<file path="config.mk">
export PLATFORM = sky130hd
export DESIGN_NAME = uart_trx
export DESIGN_NICKNAME = d
export VERILOG_FILES = /design/src/rtl/uart_trx.sv
export SDC_FILE = /design/constraint.sdc
export NUM_CORES = 1
export LEC_CHECK = 0
export BUFFER_PORTS_ARGS = -buffer_cell sky130_fd_sc_hd__buf_2
export CAP_MARGIN = 5
export CORE_MARGIN = 10
export CORE_UTILIZATION = 30
export CTS_BUF_LIST = sky130_fd_sc_hd__clkbuf_8 sky130_fd_sc_hd__clkbuf_16
export DETAILED_ROUTE_END_ITERATION = 10
export PLACE_DENSITY_LB_ADDON = 0.05
export SYNTH_ARGS = -nofsm -noshare
export SYNTH_HDL_FRONTEND = slang
export SYNTH_SLANG_ARGS = --single-unit
</file>
<file path="constraint.sdc">
create_clock -name clk -period 2.6 [get_ports clk]
set_input_delay 0.52 -clock clk [delete_from_list [all_inputs] [get_ports clk]]
set_output_delay 0.52 -clock clk [all_outputs]
set_load 0.05 [all_outputs]
</file>
<file path="src/rtl/uart_trx.sv">
`default_nettype none
// ============================================================================
// Module  : uart_trx
// Brief   : Parametrised full-duplex UART (5..9 data bits, none/odd/even
//           parity, 1/2 stop bits) with valid/ready handshakes on TX and RX.
// Rev     : 1.0  initial release
// ============================================================================
module uart_trx #(
  parameter int CLK_DIV   = 434,
  parameter int DATA_BITS = 8,
  parameter int PARITY    = 0,
  parameter int STOP_BITS = 1
) (
  input  logic                 clk,
  input  logic                 rst_n,
  input  logic [DATA_BITS-1:0] tx_data,
  input  logic                 tx_valid,
  output logic                 tx_ready,
  output logic                 rs232_tx,
  input  logic                 rs232_rx,
  output logic [DATA_BITS-1:0] rx_data,
  output logic                 rx_valid,
  input  logic                 rx_ready,
  output logic                 rx_parity_err,
  output logic                 rx_frame_err,
  output logic                 rx_overrun
);

  localparam logic [15:0] c_bit_end   = 16'(CLK_DIV - 1);
  localparam logic [15:0] c_bit_mid   = 16'(CLK_DIV / 2);
  localparam logic [3:0]  c_last_data = 4'(DATA_BITS - 1);
  localparam logic [3:0]  c_last_stop = 4'(STOP_BITS - 1);
  localparam logic        c_par_en    = (PARITY != 0);
  localparam logic        c_par_odd   = (PARITY == 1);

  typedef enum logic [2:0] {
    S_IDLE   = 3'd0,
    S_START  = 3'd1,
    S_DATA   = 3'd2,
    S_PARITY = 3'd3,
    S_STOP   = 3'd4
  } state_t;

  // ------------------------------------------------------------------ TX
  state_t               r_tx_state, w_tx_state_nxt;
  logic [15:0]          r_tx_cnt;
  logic [3:0]           r_tx_bit;
  logic [DATA_BITS-1:0] r_tx_shift;
  logic                 r_tx_par;
  logic                 r_tx_line;
  logic                 w_tx_tick;
  logic                 w_tx_accept;

  assign w_tx_tick   = (r_tx_cnt == c_bit_end);
  assign tx_ready    = (r_tx_state == S_IDLE);
  assign w_tx_accept = tx_valid && tx_ready;
  assign rs232_tx    = r_tx_line;

  always_ff @(posedge clk or negedge rst_n) begin
    if (!rst_n) r_tx_state <= S_IDLE;
    else        r_tx_state <= w_tx_state_nxt;
  end

  always_comb begin
    w_tx_state_nxt = r_tx_state;
    case (r_tx_state)
      S_IDLE:   if (tx_valid) w_tx_state_nxt = S_START;
      S_START:  if (w_tx_tick) w_tx_state_nxt = S_DATA;
      S_DATA:   if (w_tx_tick && (r_tx_bit == c_last_data))
                  w_tx_state_nxt = c_par_en ? S_PARITY : S_STOP;
      S_PARITY: if (w_tx_tick) w_tx_state_nxt = S_STOP;
      S_STOP:   if (w_tx_tick && (r_tx_bit == c_last_stop)) w_tx_state_nxt = S_IDLE;
      default:  w_tx_state_nxt = S_IDLE;
    endcase
  end

  // The line register is loaded with the value of the upcoming bit at each bit boundary.
  always_ff @(posedge clk or negedge rst_n) begin
    if (!rst_n) begin
      r_tx_cnt   <= '0;
      r_tx_bit   <= '0;
      r_tx_shift <= '0;
      r_tx_par   <= 1'b0;
      r_tx_line  <= 1'b1;
    end else if (r_tx_state == S_IDLE) begin
      r_tx_cnt <= '0;
      r_tx_bit <= '0;
      if (w_tx_accept) begin
        r_tx_shift <= tx_data;
        r_tx_par   <= (^tx_data) ^ c_par_odd;
        r_tx_line  <= 1'b0;
      end
    end else if (!w_tx_tick) begin
      r_tx_cnt <= r_tx_cnt + 16'd1;
    end else begin
      r_tx_cnt <= '0;
      case (r_tx_state)
        S_START: begin
          r_tx_line <= r_tx_shift[0];
          r_tx_bit  <= '0;
        end
        S_DATA: begin
          r_tx_shift <= r_tx_shift >> 1;
          if (r_tx_bit == c_last_data) begin
            r_tx_bit  <= '0;
            r_tx_line <= c_par_en ? r_tx_par : 1'b1;
          end else begin
            r_tx_bit  <= r_tx_bit + 4'd1;
            r_tx_line <= r_tx_shift[1];
          end
        end
        S_PARITY: begin
          r_tx_line <= 1'b1;
          r_tx_bit  <= '0;
        end
        default: begin
          r_tx_line <= 1'b1;
          r_tx_bit  <= r_tx_bit + 4'd1;
        end
      endcase
    end
  end

  // ------------------------------------------------------------------ RX
  logic                 r_rx_meta, r_rx_sync, r_rx_prev;
  state_t               r_rx_state, w_rx_state_nxt;
  logic [15:0]          r_rx_cnt;
  logic [3:0]           r_rx_bit;
  logic [DATA_BITS-1:0] r_rx_shift;
  logic                 r_rx_par_bit;
  logic                 w_rx_fall, w_rx_mid, w_rx_end, w_rx_done, w_rx_perr;

  // Synchroniser idles high so that reset release never looks like a start edge.
  always_ff @(posedge clk or negedge rst_n) begin
    if (!rst_n) begin
      r_rx_meta <= 1'b1;
      r_rx_sync <= 1'b1;
      r_rx_prev <= 1'b1;
    end else begin
      r_rx_meta <= rs232_rx;
      r_rx_sync <= r_rx_meta;
      r_rx_prev <= r_rx_sync;
    end
  end

  assign w_rx_fall = r_rx_prev & ~r_rx_sync;
  assign w_rx_mid  = (r_rx_cnt == c_bit_mid);
  assign w_rx_end  = (r_rx_cnt == c_bit_end);
  assign w_rx_done = (r_rx_state == S_STOP) && w_rx_mid;
  assign w_rx_perr = c_par_en & ((^r_rx_shift) ^ r_rx_par_bit ^ c_par_odd);

  always_ff @(posedge clk or negedge rst_n) begin
    if (!rst_n) r_rx_state <= S_IDLE;
    else        r_rx_state <= w_rx_state_nxt;
  end

  always_comb begin
    w_rx_state_nxt = r_rx_state;
    case (r_rx_state)
      S_IDLE:   if (w_rx_fall) w_rx_state_nxt = S_START;
      S_START:  if (w_rx_mid && r_rx_sync) w_rx_state_nxt = S_IDLE;
                else if (w_rx_end) w_rx_state_nxt = S_DATA;
      S_DATA:   if (w_rx_end && (r_rx_bit == c_last_data))
                  w_rx_state_nxt = c_par_en ? S_PARITY : S_STOP;
      S_PARITY: if (w_rx_end) w_rx_state_nxt = S_STOP;
      S_STOP:   if (w_rx_mid) w_rx_state_nxt = S_IDLE;
      default:  w_rx_state_nxt = S_IDLE;
    endcase
  end

  always_ff @(posedge clk or negedge rst_n) begin
    if (!rst_n) begin
      r_rx_cnt     <= '0;
      r_rx_bit     <= '0;
      r_rx_shift   <= '0;
      r_rx_par_bit <= 1'b0;
    end else if (r_rx_state == S_IDLE) begin
      r_rx_cnt <= '0;
      r_rx_bit <= '0;
    end else begin
      r_rx_cnt <= w_rx_end ? 16'd0 : r_rx_cnt + 16'd1;
      if (w_rx_mid && (r_rx_state == S_DATA))
        r_rx_shift <= {r_rx_sync, r_rx_shift[DATA_BITS-1:1]};
      if (w_rx_mid && (r_rx_state == S_PARITY))
        r_rx_par_bit <= r_rx_sync;
      if (w_rx_end && (r_rx_state == S_DATA))
        r_rx_bit <= r_rx_bit + 4'd1;
    end
  end

  // A finished frame is dropped only while an unread word is held back by the consumer.
  always_ff @(posedge clk or negedge rst_n) begin
    if (!rst_n) begin
      rx_data       <= '0;
      rx_valid      <= 1'b0;
      rx_parity_err <= 1'b0;
      rx_frame_err  <= 1'b0;
      rx_overrun    <= 1'b0;
    end else begin
      rx_overrun <= w_rx_done && rx_valid && !rx_ready;
      if (w_rx_done && (!rx_valid || rx_ready)) begin
        rx_data       <= r_rx_shift;
        rx_parity_err <= w_rx_perr;
        rx_frame_err  <= ~r_rx_sync;
        rx_valid      <= 1'b1;
      end else if (rx_valid && rx_ready) begin
        rx_valid <= 1'b0;
      end
    end
  end

endmodule
`default_nettype wire

</file>
Yosys cells after proc, flatten, opt, wreduce, memory -nomap -nowiden
Cells that the tools add are included.
- bits of input ports: 13
- flip-flop bits (word level): 77
- bitwise operators: 3
- muxes and demuxes: 34
- reduce and logical (&&, ||, !) cells: 28
- add/sub/neg operators: 4
- equal/unequal tests: 24
- operators by type and width (operator ; count):
    $mux W16 ; 4
    $mux W3 ; 11
    $add A16 B1 Y16 const B ; 2
    $eq A16 B9 Y1 const B ; 2
    $mux W8 ; 4
    $pmux W3 S5 ; 2
    $mux W4 ; 5
    $ne A2 B2 Y1 const B ; 9
    $eq A16 B8 Y1 const B ; 1
    $eq A3 B2 Y1 const B ; 4
    $logic_and A1 B1 Y1 ; 12
    $reduce_and A5 Y1 ; 2
    $add A4 B1 Y4 const B ; 2
    $eq A4 B3 Y1 const B ; 2
    $pmux W4 S2 ; 1
    $reduce_bool A2 Y1 ; 4
    $eq A3 B1 Y1 const B ; 2
    $eq A3 B3 Y1 const B ; 2
    $logic_not A3 Y1 ; 2
    $mux W1 ; 6
    $logic_not A4 Y1 ; 1
    $reduce_and A2 Y1 ; 2
    $ne A3 B3 Y1 const B ; 1
    $reduce_and A3 Y1 ; 1
    other kinds (7) ; 9

Depth between registers and ports, before layout
- depth after elaboration: 5
- depth in mapped cells: 7

Worst setup path after synthesis
Ideal clock, no wire load.
- path kind: register to register
- start point: register r_tx_state[0]
- end point: register r_tx_shift[1]
- library setup time: 0.123 ns
- setup slack: 0.635 ns
- arrival time: 1.842 ns
- stages on the path, launching flop included: 8
- required time: 2.477 ns
- cells stage by stage: dfrtp_1 > clkbuf_1 > nor2_1 > nand2_1 > inv_1 > nand2_1 > or2_2 > o221a_2
- word-level cells in the longest chain between the ends: 4
- elaborated cells between the ends (all ways): 8
- classes of those cells: eq/ne: 2; mux: 1; reduce/logical: 5
- RTL lines (item ; line ; RTL):
    start: declaration ; 45 ; state_t r_tx_state, w_tx_state_nxt;
    start signal: assignment ; 61 ; else r_tx_state <= w_tx_state_nxt;
    $logic_not A3 Y1 * ; 55 ; assign tx_ready = (r_tx_state == S_IDLE);
    via tx_ready ; 18 ; output logic tx_ready,
    $logic_and A1 B1 Y1 ; 56 ; assign w_tx_accept = tx_valid && tx_ready;
    $ne A2 B1 Y1 (no source line) ; -- ;
    $reduce_and A3 Y1 (no source line) ; -- ;
    end signal: assignment ; 89 ; r_tx_shift <= tx_data;
    end signal: assignment ; 103 ; r_tx_shift <= r_tx_shift >> 1;
    end: declaration ; 48 ; logic [DATA_BITS-1:0] r_tx_shift;
The timed path passes the listed nets; every way through them passes the cells marked *.
A chain may end at the register's enable or synchronous reset.

Worst setup path after layout
- start point: register r_tx_state[0]
- end point: output tx_ready
- word-level cells in the longest chain between the ends: 1
- RTL lines (item ; line):
    $logic_not A3 Y1 ; 55
    end: declaration ; 18
Every way passes these cells.

==> results.ini <==
[sta]
setup_violations = 0
skew_ns = 0.00711
setup_tns_ns = 0
maxSlewViolCount = 0
tightest_slew_ns = 0.608
period_needed_ns = 2.26
fin_crit_sh = 0.869
timing.slew.headroom = 0.593
worst_slack_ns = 0.341
max_freq_mhz = 443
rsz0062_at_grt = no
hold_viol_final = 0

[finish]
multi_input_area_um2 = 1730
fin_cells = 553
fin_area_um2 = 4400
drive_gt1_frac = 0.236
diodes = 0
fill_cells = 1240
area_growth_pct = 16.4
ff_latch_area_um2 = 1930
finish.net_count = 400

[synth]
synth_edf_count = 0
synthArstFlopShare = 1.00
syn_inst = 353
synth-seq-cells = 77
synthTopCellsByCount = dfrtp_1, nor2_1, nand2_1, xnor2_1, mux2_2
syn_avg_cell_area_um2 = 10.7
yosysTopAreaCell = dfrtp_1
syn_area_um2 = 3780
yosysWarnings = 0
yosysSeqAreaShare = 0.511
ys.flop_type = dfrtp_1
yosysTopAreaCellShare = 0.483
yosysMostFrequentCell = dfrtp_1
synth_cell_types = 59
synth_nets = 373
synthTopCellsByArea = dfrtp_1, mux2_2, nor2_1, xnor2_1, dfstp_2

[floorplan]
placementRows = 40
ios = 27
initial_core_util = 0.311
core_um2 = 12200
die_y_um = 132
fp.dieW_um = 132
die-area_um2 = 17500

[clock_tree]
cts_setup_buffers = 0
cts_htree_levels = 3
root_buffer = clkbuf_16
clock_latency_ns = 0.33
cts_made_buffers = 9
tritoncts = yes
ctsResizeCount = 0
cts.clk_slew.worst_paths_ns = 0.06
cts_buffer_depth = 2
cts.sinks = 77
cts_hold_buffers = 0

[global_routing]
grt_pass1_wl_um = 14000
antenna_found_initial = 0
overflow = 0
grtUsageTotal = 0.0962
grt_pass1_vias = 2733
grt_max_degree = 41

[worst_setup_path]
rr_worst_depth = 6
crit_chain = nor2_1, nand2_1, inv_1, buf_2
cp_max_fo = 8
r2r-end = r_rx_bit[0]
cp_num_buf_inv = 2
critPathSlowestCell = dfrtp_1
r2r-start = r_rx_cnt[1]
rrSetupSlack_ns = 0.47
worstSetupPathType = reg2out
crit_required_ns = 2.08
end_kind = output pin
cp.arrival_ns = 1.74
critPathLaunchType = register
critPathMaxStageDelay_ns = 0.47
crit_family = simple AND/OR/NAND/NOR gates

[route]
antenna_left = 0
drtIter0Drc = 147
wl_per_cell_um = 14.2
vias = 2654
drt_wl_total_um = 7880
first_pass_iters = 4
drc = 0
via_per_inst = 4.80

[status]
status = finished, final reports clean

[placement]
place_area_um2 = 4100
portBuffers = 25
dp_hpwl_um = 5470
gp_congestion = 0.775
dp.cells = 537
place_ws_ns = 0.475

[power_and_ir_drop]
p_per_area_nw_per_um2 = 706
p_leak_uw = 0.00195
ir_worst_vdd_uv = 314

[run]
max_cap_violations = 0

[min_path]
hold_class = in2async

how the worst max path moves through the flow:
stage,cells past startpoint,from,to
after floorplan,7,r_tx_state[0],r_tx_shift[1]
final,4,r_tx_state[0],tx_ready
after global routing,4,r_tx_state[0],tx_ready
after detailed placement,6,r_rx_cnt[1],r_rx_bit[0]
after CTS,4,r_tx_state[0],tx_ready
after global placement,6,r_rx_cnt[1],r_rx_bit[0]
layout by cell type, fill, tap and decap left out, types with 4 or more instances in the layout:
cell type,instances
a21oi_1,4
and3_1,6
and4_1,4
buf_2,24
clkbuf_16,9
dfrtp_1,73
dfstp_2,4
ha_1,7
inv_1,17
mux2_2,17
nand2_1,20
nand3_1,15
nand4_1,15
nor2_1,47
nor3_1,8
nor3b_1,4
nor4_1,9
o21ai_0,4
o221a_2,7
or2_2,9
xnor2_1,19
xor2_1,8
layout make-up:
class,count,area share
clock inverter,7,0.0174
tap,168,0.0478
multi-input combinational,248,0.394
clock buffer,9,0.0512
inverter,16,0.0137
sequential,77,0.439
timing repair buffer,28,0.0370
logic make-up after synthesis:
family	after synthesis	synth area share
XOR/XNOR	27	0.0626
flip-flops	77	0.511
AND/OR/NAND/NOR	155	0.232
multiplexers	20	0.0586
AO/OA/AOI/OAI	38	0.0801
buffers and inverters	28	0.0308
adder cells (fa/ha/maj)	7	0.0232
other	1	0.000992
state kept, by name, indices dropped and copies added (netlist names):
signal        cells
r_tx_cnt         16
r_rx_meta         1
r_rx_sync         1
r_tx_bit          4
rx_valid          1
rx_overrun        1
r_tx_state        3
rx_data           8
r_rx_shift        8
r_tx_shift        8
rs232_tx          1
rx_frame_err      1
r_rx_prev         1
r_rx_bit          4
r_rx_state        3
r_rx_cnt         16
power by group:
| part | switching [µW] | internal, µW | leakage (µW) |
|---|---|---|---|
| Sequential | 140 | 1310 | 0.00101 |
| Combinational | 214 | 170 | 0.000793 |
| Clock | 518 | 750 | 0.000153 |
metrics by stage:
step / power (µW) / util / hold WS [ns]
final: 3100 / 0.362 / 0.162
after global routing: 3290 / 0.362 / 0.206
after CTS: 3160 / 0.362 / 0.189
after detailed placement: 1870 / 0.337 / 0.347
after global placement: 1860 / 0.337 / 0.346
after floorplan: 1730 / - / 0.224
per-layer routing:
layer	track usage	share of wire
met1	0.128	0.49
met2	0.144	0.45
met3	0.0274	0.044
met4	0.0379	0.0098
met5	0	0
Power figures use the tool's default switching activity.
